===== config.mk =====
export PLATFORM = sky130hd
export DESIGN_NAME = pwm_capture_flat
export DESIGN_NICKNAME = d
export VERILOG_FILES = /design/src/rtl/pwm_capture_if.sv /design/src/rtl/pwm_capture.sv /design/src/flat_wrapper.sv
export SDC_FILE = /design/constraint.sdc
export NUM_CORES = 1
export LEC_CHECK = 0
export ABC_AREA = 1
export ABC_CLOCK_PERIOD_IN_PS = 3600
export CAP_MARGIN = 5
export CORE_MARGIN = 5
export CORE_UTILIZATION = 60
export CTS_CLUSTER_DIAMETER = 50
export DETAILED_ROUTE_END_ITERATION = 10
export GPL_TIMING_DRIVEN = 0
export PLACE_DENSITY = 0.85
export SYNTH_ARGS = -nofsm -noshare
export SYNTH_HDL_FRONTEND = slang
export SYNTH_SLANG_ARGS = --single-unit

===== constraint.sdc =====
create_clock -name Clock -period 3.6 [get_ports Clock]
set_clock_uncertainty 0.15 [all_clocks]
set_input_delay 0.36 -clock Clock [delete_from_list [all_inputs] [get_ports Clock]]
set_output_delay 0.36 -clock Clock [all_outputs]
set_load 0.01 [all_outputs]

===== src/rtl/pwm_capture_if.sv =====
// Signal bundle for the PWM capture block: the measured waveform going in and
// the measurement report coming out.
interface pwm_capture_if;
    logic        PwmIn;
    logic [15:0] Period;
    logic [15:0] HighTime;
    logic [7:0]  Duty;
    logic        Valid;
    logic        Locked;
    logic        Stuck;

    modport master (
        output PwmIn,
        input  Period, HighTime, Duty, Valid, Locked, Stuck
    );

    modport slave (
        input  PwmIn,
        output Period, HighTime, Duty, Valid, Locked, Stuck
    );
endinterface


===== src/rtl/pwm_capture.sv =====
// Measures period and high time of an asynchronous PWM input between rising
// edges, and reports a stuck level when no edge arrives within TIMEOUT cycles.
module pwm_capture #(
    parameter logic [15:0] TIMEOUT = 16'hFFFF
) (
    input logic          Clock,
    input logic          Reset,
    pwm_capture_if.slave bus
);

    localparam logic [0:0] WAIT_EDGE = 1'b0;
    localparam logic [0:0] MEASURE   = 1'b1;

    logic        s1_q, s2_q, s3_q;
    logic        rise;
    logic [0:0]  state_q, state_d;
    logic [15:0] perCnt_q, perCnt_d;
    logic [15:0] highCnt_q, highCnt_d;
    logic [15:0] period_q, period_d;
    logic [15:0] highTime_q, highTime_d;
    logic [7:0]  duty_q, duty_d;
    logic        valid_q, valid_d;
    logic        locked_q, locked_d;
    logic        stuck_q, stuck_d;

    assign rise = s2_q & ~s3_q;

    // A rise always wins over a coincident timeout; the rise cycle counts as cycle 1.
    always_comb begin
        state_d    = state_q;
        perCnt_d   = perCnt_q;
        highCnt_d  = highCnt_q;
        period_d   = period_q;
        highTime_d = highTime_q;
        duty_d     = duty_q;
        valid_d    = 1'b0;
        locked_d   = locked_q;
        stuck_d    = stuck_q;

        if (rise) begin
            if (state_q == MEASURE) begin
                period_d   = perCnt_q;
                highTime_d = highCnt_q;
                duty_d     = (highCnt_q > 16'd255) ? 8'hFF : highCnt_q[7:0];
                locked_d   = (perCnt_q == 16'd256);
                stuck_d    = 1'b0;
                valid_d    = 1'b1;
            end
            state_d   = MEASURE;
            perCnt_d  = 16'd1;
            highCnt_d = 16'd1;
        end else if (perCnt_q == TIMEOUT) begin
            period_d   = 16'd0;
            highTime_d = 16'd0;
            duty_d     = s2_q ? 8'hFF : 8'h00;
            locked_d   = 1'b0;
            stuck_d    = 1'b1;
            valid_d    = 1'b1;
            state_d    = WAIT_EDGE;
            perCnt_d   = 16'd0;
            highCnt_d  = 16'd0;
        end else begin
            perCnt_d = perCnt_q + 16'd1;
            if (state_q == MEASURE) begin
                highCnt_d = highCnt_q + {15'd0, s2_q};
            end
        end
    end

    always_ff @(posedge Clock or posedge Reset) begin
        if (Reset) begin
            s1_q       <= 1'b0;
            s2_q       <= 1'b0;
            s3_q       <= 1'b0;
            state_q    <= WAIT_EDGE;
            perCnt_q   <= 16'd0;
            highCnt_q  <= 16'd0;
            period_q   <= 16'd0;
            highTime_q <= 16'd0;
            duty_q     <= 8'd0;
            valid_q    <= 1'b0;
            locked_q   <= 1'b0;
            stuck_q    <= 1'b0;
        end else begin
            s1_q       <= bus.PwmIn;
            s2_q       <= s1_q;
            s3_q       <= s2_q;
            state_q    <= state_d;
            perCnt_q   <= perCnt_d;
            highCnt_q  <= highCnt_d;
            period_q   <= period_d;
            highTime_q <= highTime_d;
            duty_q     <= duty_d;
            valid_q    <= valid_d;
            locked_q   <= locked_d;
            stuck_q    <= stuck_d;
        end
    end

    assign bus.Period   = period_q;
    assign bus.HighTime = highTime_q;
    assign bus.Duty     = duty_q;
    assign bus.Valid    = valid_q;
    assign bus.Locked   = locked_q;
    assign bus.Stuck    = stuck_q;

endmodule


===== src/flat_wrapper.sv =====
// flat-port wrapper written by rule: the top's interface ports become plain ports
module pwm_capture_flat 
#(
    parameter logic [15:0] TIMEOUT = 16'hFFFF
)
  (Clock, Reset, bus_PwmIn, bus_Period, bus_HighTime, bus_Duty, bus_Valid, bus_Locked, bus_Stuck);
  pwm_capture_if bus_i ();
  input logic Clock;
  input logic Reset;
  input wire logic [$bits(bus_i.PwmIn)-1:0] bus_PwmIn;
  output wire logic [$bits(bus_i.Period)-1:0] bus_Period;
  output wire logic [$bits(bus_i.HighTime)-1:0] bus_HighTime;
  output wire logic [$bits(bus_i.Duty)-1:0] bus_Duty;
  output wire logic [$bits(bus_i.Valid)-1:0] bus_Valid;
  output wire logic [$bits(bus_i.Locked)-1:0] bus_Locked;
  output wire logic [$bits(bus_i.Stuck)-1:0] bus_Stuck;
  assign bus_i.PwmIn = bus_PwmIn;
  assign bus_Period = bus_i.Period;
  assign bus_HighTime = bus_i.HighTime;
  assign bus_Duty = bus_i.Duty;
  assign bus_Valid = bus_i.Valid;
  assign bus_Locked = bus_i.Locked;
  assign bus_Stuck = bus_i.Stuck;
  pwm_capture #(.TIMEOUT(TIMEOUT)) u_core (.Clock(Clock), .Reset(Reset), .bus(bus_i));
endmodule

== After elaboration in Yosys (flattened, before gate mapping) ==
Index checks and enable logic that the tools add are counted.
W data, S select, Z words.
Cells by class
  bitwise operators: 2
  magnitude comparators: 1
  $add $sub $neg: 2
  reduce and logical (&&, ||, !) cells: 3
  mux-type cells: 25
  eq/ne operators: 3
Operators by type and width (number)
  $mux W16: 10
  $mux W8: 5
  $add A16 B1 Y16: 1
  $add A16 B1 Y16 const B: 1
  $eq A16 B16 Y1 const B: 1
  $eq A16 B9 Y1 const B: 1
  $gt A16 B8 Y1 const B: 1
  $mux W1: 10
  $reduce_bool A3 Y1: 1
  $ne A2 B2 Y1 const B: 1
  $reduce_and A2 Y1: 1
  $reduce_bool A2 Y1: 1
  $and A1 B1 Y1: 1
  $not A1 Y1: 1
Word-level totals
  flip-flop bits (word level): 79
  logic and storage cells: 48
  bits of input ports: 3
  output and inout bits: 43

== Logic depth before layout (Yosys ltp) ==
Gate-level depths: netlist of run 1.
  depth after elaboration: 4
  depth in mapped cells: 9
  depth with buffers taken out: 8

== Worst setup path after synthesis of run 1 ==
No wires, ideal clock.
  path kind: register -> register
  from: register u_core.s2_q
  to: register u_core.highCnt_q[10]
  path slack: 2.022 ns
  library setup time: 0.071 ns
  period minus slack after synthesis: 1.578 ns
  data required time: 3.379 ns
  buffers on the path: 0
  stages on the path, launching flop included: 9
  arrival time: 1.356 ns
  cell sequence: dfrtp_1 -> ha_1 -> ha_1 -> nand3_1 -> nor2_2 -> nand2_1 -> o21ai_1 -> nand2_1 -> nor2_1
On the way
  longest elaborated chain between the ends: 4
  elaborated cells between the ends (all ways): 6
  classes of those cells: 1 x add/sub; 3 x mux; 1 x bitwise; 1 x reduce/logical
RTL lines
  from (decl): RTL line pwm_capture.sv:14  | logic s1_q, s2_q, s3_q;
  from (signal assigned): RTL line pwm_capture.sv:86  | s2_q <= s1_q;
  $add A16 B1 Y16: RTL line pwm_capture.sv:65  | highCnt_d = highCnt_q + {15'd0, s2_q};
  $mux W16: RTL line pwm_capture.sv:64  | if (state_q == MEASURE) begin
  $mux W16: RTL line pwm_capture.sv:52  | end else if (perCnt_q == TIMEOUT) begin
  $mux W16: RTL line pwm_capture.sv:40  | if (rise) begin
  to (signal assigned): RTL line pwm_capture.sv:90  | highCnt_q <= highCnt_d;
  to (decl): RTL line pwm_capture.sv:18  | logic [15:0] highCnt_q, highCnt_d;
Parallel ways exist; a longest one is shown, timed or not. The select of a mux whose other input is x is not followed.
A chain may end at the register's enable or synchronous reset.

== Worst setup path in the final report of run 1 ==
Same ends and word-level chain as after synthesis.

==> flow_metrics.py, run 1 <==
metrics = {
    "outcome": {
        "status": "finished, final reports clean",
    },
    "cts": {
        "cts_max_level": 3,
        "cts.repair.resized": 0,
        "cts_sinks": 79,
        "postCtsSetupRepairBufs": 0,
        "cts-root-buf": "clkbuf_8",
        "cts_buffers": 9,
        "tritoncts": "built",
        "cts-hold-fix-buffers": 0,
        "path_clk_slew_ns": 0.08,
        "clkLatencyLatePin_ns": 0.35,
        "clock_path_buffers": 2,
    },
    "layout": {
        "finish.utilization_pct": 74.2,
        "stdcell_area_um2": 4710,
        "fin_nets": 546,
        "diodes": 0,
        "syn2layout_area_growth_pct": 20.9,
        "drive_above_1_share_pct": 11.0,
    },
    "timing": {
        "period_needed_ns": 1.97,
        "tightest_slew_ns": 0.439,
        "setup_violations": 0,
        "fmax_mhz": 507,
        "final_hold_viol_count": 0,
        "drv_slew": 0,
        "rsz0062_at_grt": "false",
        "period_share_pct": 54.8,
        "setup_ws_ns": 1.63,
        "slew_headroom_pct": 70.6,
    },
    "power_and_ir_drop": {
        "p_leak_nw": 2.33,
        "p_sw_mw": 0.597,
        "pwr-share-seq_pct": 48.4,
        "switching_share_pct": 27.2,
        "combinationalPowerShare_pct": 15.9,
        "peakVddDrop_mv": 0.297,
        "intPower_mw": 1.60,
        "p_per_area_nw_per_um2": 466,
        "clkPwrFrac_pct": 35.8,
    },
    "floorplan": {
        "die-area_um2": 8200,
        "rows": 29,
        "initial_core_util_pct": 61.3,
        "dieWidth_um": 90.6,
        "coreArea_um2": 6350,
        "die_y_um": 90.6,
        "pin_count": 46,
    },
    "routing": {
        "drt_pre_antenna_iters": 4,
        "wire_per_inst_um": 14.8,
        "vias": 3404,
        "drc_errors": 0,
        "dr.first_iter.drc_count": 298,
        "avgViaCountPerCell": 5.48,
        "antenna_left": 0,
        "routed_wl_um": 9180,
    },
    "logic_synthesis": {
        "ys_ff_latch": 79,
        "ys_types": 28,
        "mappedNetlistNets": 489,
        "syn_inst": 482,
        "syn_area_per_cell_um2": 8.08,
        "synth_warnings": 0,
        "yosysSeqAreaShare_pct": 50.8,
        "syn_area_um2": 3890,
    },
    "critical_path": {
        "slowest_delay_ns": 0.49,
        "start_kind": "flop",
        "crit_slowest_cell": "dfrtp_1",
        "critPathArrivalTime_ns": 2.11,
        "reg2reg_depth": 8,
        "cp.required_ns": 3.73,
        "endpoint_kind": "flop",
        "crit_path_cell_trace": "ha_1 > ha_1 > nand3_1 > nor2_2 > nand2_1 > o21ai_1 > nand2_1 > nor2_1",
        "worstSetupPathType": "flop to flop",
        "critPathMaxFanout": 7,
    },
    "hold_path": {
        "hold_path.class": "primary input to asynchronous set/reset pin",
    },
    "placed_design": {
        "gp_congestion": 0.882,
        "pre_cts_ws_ns": 1.69,
        "place_area_um2": 4470,
        "port_buffers": 45,
        "dp_hpwl_um": 6820,
    },
    "global_routing": {
        "antenna_found_initial": 0,
        "grt_pass1_wl_um": 15900,
        "first_global_vias": 3246,
        "grt_max_degree": 60,
        "grt_remaining_overflow": 0,
        "grtUsageTotal_pct": 23.6,
    },
    "run": {
        "cap_violations": 0,
    },
}
[power by group through the flow]
stage                     logic, mW  clock network [mW]  registers [mW]
final                         0.349               0.785            1.06
after CTS                     0.352               0.795            1.06
after floorplan               0.184                   0            1.07
after global placement        0.333                   0            1.07
after detailed placement      0.350                   0            1.08
after global routing          0.391               0.839            1.07
[synthesized netlist by cell type, drive strengths merged]
library cell / n / area [µm²]
nor3b: 1 / 7.51
nor3: 9 / 45.0
inv: 37 / 139
xnor2: 2 / 17.5
nand3: 58 / 348
clkbuf: 1 / 13.8
ha: 4 / 50.1
o21bai: 1 / 7.51
nand4: 7 / 43.8
dfrtp: 79 / 1980
o21ai: 14 / 70.1
buf: 14 / 120
xor2: 3 / 26.3
a21oi: 10 / 50.1
a31oi: 1 / 6.26
nor2: 76 / 334
nand2: 165 / 639
[sequential cells by signal, summed over array words and instances (netlist names), 8 cells and up]
register,flops
u_core.bus.Duty,8
u_core.bus.HighTime,16
u_core.bus.Period,16
u_core.highCnt_q,16
u_core.perCnt_q,16
[kinds of logic after synthesis]
group / count (synthesis) / share of synthesized area [%]
fa+ha+maj: 4 / 1.28
flops: 79 / 50.8
xor+xnor: 5 / 1.12
compound gates: 26 / 3.44
buf+inv: 52 / 7.00
simple gates: 316 / 36.4
[final timing paths]
path                       slack [ns]              endpoint         from
setup reg to reg                 1.63  u_core.highCnt_q[10]  u_core.s2_q
max in group asynchronous        2.57   u_core.perCnt_q[11]        Reset
setup / recovery                 1.63  u_core.highCnt_q[10]  u_core.s2_q
min in group Clock               0.20           u_core.s2_q  u_core.s1_q
hold / removal                   0.17    u_core.bus.Duty[7]        Reset
hold reg to reg                  0.20           u_core.s2_q  u_core.s1_q
[metal layers]
layer | track usage, % | wire length, µm | vias to the layer above
li1 | - | - | 1644
met2 | 37.5 | 4290 | 119
met5 | 0 | 0 | -
met3 | 4.67 | 581 | 10
met1 | 33.7 | 4210 | 1631
met4 | 5.09 | 97 | 0
[critical path, delay by kind of cell (launching register included)]
family / cells / cell delay [ns]
AND/OR/NAND/NOR: 5 / 0.68
adder cells (fa/ha/maj): 2 / 0.43
flip-flops: 1 / 0.49
AO/OA/AOI/OAI: 1 / 0.16
[placed cells by master, fill, tap and decap left out, drive strengths merged]
cell             n
a21oi           10
xor2             3
nor3             9
nand2          165
dfrtp           79
clkdlybuf4s50   45
ha               4
clkinv           1
a31oi            1
clkinvlp         1
o21ai           14
nand4            7
nor2            76
inv             37
clkbuf          12
nand3           58
buf             15
nor3b            1
o21bai           1
xnor2            2
bufinv           3
[through the flow]
stage	TNS, ns	hold WS (ns)	power, mW	std cells
floorplan	0	0.181	1.26	482
global placement	-8.28	0.186	1.40	604
detailed placement	0	0.187	1.43	605
CTS	0	0.171	2.21	621
global route	0	0.191	2.30	621
finish	0	0.169	2.20	621
[final cells by class]
| type | count | area, µm² |
|---|---|---|
| flip-flops and latches | 79 | 1980 |
| multi-input cells | 351 | 1650 |
| inverters | 37 | 141 |
| well taps | 77 | 96.3 |
| clock inverters | 5 | 106 |
| clock buffers | 11 | 131 |
| plain buffers | 15 | 134 |
| repair buffers | 46 | 478 |
| fillers | 478 | 1640 |
Note: power is estimated with default switching activity, not from simulation.
==> inputs of run 2 (changes only) <==
--- a/config.mk
+++ b/config.mk
@@ -6,14 +6,14 @@
 export NUM_CORES = 1
 export LEC_CHECK = 0
 export ABC_AREA = 1
-export ABC_CLOCK_PERIOD_IN_PS = 3600
+export ABC_CLOCK_PERIOD_IN_PS = 1950
 export CAP_MARGIN = 5
 export CORE_MARGIN = 5
-export CORE_UTILIZATION = 60
+export CORE_UTILIZATION = 56
 export CTS_CLUSTER_DIAMETER = 50
 export DETAILED_ROUTE_END_ITERATION = 10
 export GPL_TIMING_DRIVEN = 0
-export PLACE_DENSITY = 0.85
+export PLACE_DENSITY = 0.8
 export SYNTH_ARGS = -nofsm -noshare
 export SYNTH_HDL_FRONTEND = slang
 export SYNTH_SLANG_ARGS = --single-unit
==> constraint.sdc (replaced) <==
create_clock -name Clock -period 1.95 [get_ports Clock]
set_clock_uncertainty 0.15 [all_clocks]
set_input_delay 0.195 -clock Clock [delete_from_list [all_inputs] [get_ports Clock]]
set_output_delay 0.195 -clock Clock [all_outputs]
set_load 0.01 [all_outputs]
==> run 2 against run 1 <==
Power rose by 80%. Sequential power rose by 85%. Routed wire length fell by 1.0%. Sequential share of layout area fell by 0.26 points. Critical path depth fell by 1. Utilization fell by 4.3 points.
==> flow_metrics.py, run 2 (synthesized netlist as in run 1, its figures left out) <==
metrics = {
    "outcome": {
        "status": "finished, final reports clean",
    },
    "routing": {
        "avgViaCountPerCell": 5.17,
        "antenna_left": 0,
        "dr.first_iter.drc_count": 259,
        "drt_pre_antenna_iters": 4,
        "wire_per_inst_um": 14.2,
        "vias": 3312,
        "routed_wl_um": 9080,
        "drc_errors": 0,
    },
    "global_routing": {
        "first_global_vias": 3156,
        "met2_usage_pct": 35.1,
        "busiest_layer": "met2",
        "grt_use_met1_pct": 31.4,
        "antenna_found_initial": 0,
        "grt_remaining_overflow": 0,
        "grt_max_degree": 32,
        "met3_usage_pct": 3.22,
        "grt_pass1_wl_um": 15300,
        "grtUsageTotal_pct": 22.4,
    },
    "floorplan": {
        "die-area_um2": 8720,
        "die_y_um": 93.4,
        "dieWidth_um": 93.4,
        "pin_count": 46,
        "initial_core_util_pct": 57.3,
        "rows": 30,
        "coreArea_um2": 6790,
    },
    "critical_path": {
        "start_kind": "flop",
        "cp.required_ns": 2.03,
        "critPathMaxFanout": 10,
        "endpoint_kind": "flop",
        "critPathArrivalTime_ns": 1.92,
        "r2r_start": "u_core.perCnt_q[0]",
        "crit_start": "u_core.perCnt_q[0]",
        "worstSetupPathType": "flop to flop",
    },
    "power_and_ir_drop": {
        "combinationalPowerShare_pct": 16.2,
        "peakVddDrop_mv": 0.458,
        "clkPwrFrac_pct": 34.1,
        "intPower_mw": 2.86,
        "power_mw": 3.95,
        "p_per_area_nw_per_um2": 832,
        "switching_share_pct": 27.6,
        "p_leak_nw": 2.33,
        "pwr-share-seq_pct": 49.7,
        "p_sw_mw": 1.09,
    },
    "timing": {
        "drv_slew": 0,
        "tightest_slew_ns": 0.571,
        "fin_setup_tns_ns": 0,
        "slew_headroom_pct": 61.9,
        "fmax_mhz": 546,
        "setup_violations": 0,
        "period_share_pct": 94.0,
        "holdWs_ns": 0.114,
        "final_hold_viol_count": 0,
        "setup_ws_ns": 0.117,
        "period_needed_ns": 1.83,
        "rsz0062_at_grt": "false",
    },
    "layout": {
        "fin_nets": 547,
        "layout_common_cells": "159 x nand2_1, 77 x dfrtp_1, 66 x nor2_1",
        "diodes": 0,
        "drive_above_1_share_pct": 11.9,
        "final_common_cell": "nand2_1",
        "syn2layout_area_growth_pct": 21.8,
    },
    "cts": {
        "cts_buffers": 9,
        "clock_path_buffers": 2,
        "clkLatencyLatePin_ns": 0.34,
        "path_clk_slew_ns": 0.08,
        "cts_sinks": 79,
        "postCtsSetupRepairBufs": 0,
        "tritoncts": "built",
        "cts_max_level": 3,
        "cts.repair.resized": 0,
        "cts-root-buf": "clkbuf_8",
        "cts-hold-fix-buffers": 0,
    },
    "run": {
        "cap_violations": 0,
    },
    "placed_design": {
        "gp_congestion": 0.871,
        "port_buffers": 45,
        "pre_cts_ws_ns": 0.0967,
        "dp_hpwl_um": 6840,
    },
    "hold_path": {
        "hold_path.class": "primary input to asynchronous set/reset pin",
    },
}
run 2: final cells by class:
type                       count  area [µm²]
timing repair buffer          47         490
fill                         552        2050
sequential                    79        1980
clock buffer                  11         141
multi-input combinational    351        1660
tap                           96         120
inverter                      37         143
buffer                        15         134
clock inverter                 5        81.3
run 2: routing by layer:
metal  part of all wire [%]  routed length, µm  vias to the layer above
li1                       -                  -                     1641
met1                     48               4350                     1552
met2                     46               4140                      103
met3                    4.7                425                       16
met4                    1.8                166                        0
met5                      0                  0                        -
run 2: power by group through the flow:
stage,registers [mW],logic [mW],clock network (mW)
after floorplan,1.98,0.341,0
after global placement,1.98,0.617,0
after detailed placement,1.99,0.644,0
after CTS,1.96,0.648,1.36
after global routing,1.98,0.715,1.44
final,1.96,0.639,1.35
run 2: final timing paths:
check	depth (start not counted)	end	slack, ns
setup / recovery	7	u_core.bus.HighTime[4]	0.12
hold / removal	2	u_core.bus.Period[5]	0.11
setup reg to reg	7	u_core.bus.HighTime[4]	0.12
hold reg to reg	0	u_core.s2_q	0.20
max in group asynchronous	4	u_core.s2_q	0.78
min in group Clock	1	u_core.s1_q	0.14
run 2: stage by stage:
step           cells  cell area [µm²]  util (%)
6_report         641             4740      69.8
5_1_grt          641             4740      69.8
3_3_place_gp     623             4470      65.8
4_1_cts          641             4730      69.7
2_1_floorplan    482             3900         -
3_5_place_dp     625             4510      66.4
run 2: critical path: stages, from the launching register on:
cell     delay, ns
dfrtp_1       0.47
ha_1          0.24
nand3_1       0.17
nor2_4        0.19
nand3_4       0.17
buf_6         0.19
nand3_1       0.08
nand2_1       0.06
==> inputs of run 3 (changes only) <==
--- a/config.mk
+++ b/config.mk
@@ -14,6 +14,7 @@
 export DETAILED_ROUTE_END_ITERATION = 10
 export GPL_TIMING_DRIVEN = 0
 export PLACE_DENSITY = 0.8
+export SKIP_CTS_REPAIR_TIMING = 1
 export SYNTH_ARGS = -nofsm -noshare
 export SYNTH_HDL_FRONTEND = slang
 export SYNTH_SLANG_ARGS = --single-unit
==> results of run 3 <==
Final layout, timing and power as in run 2 (identical DEF).
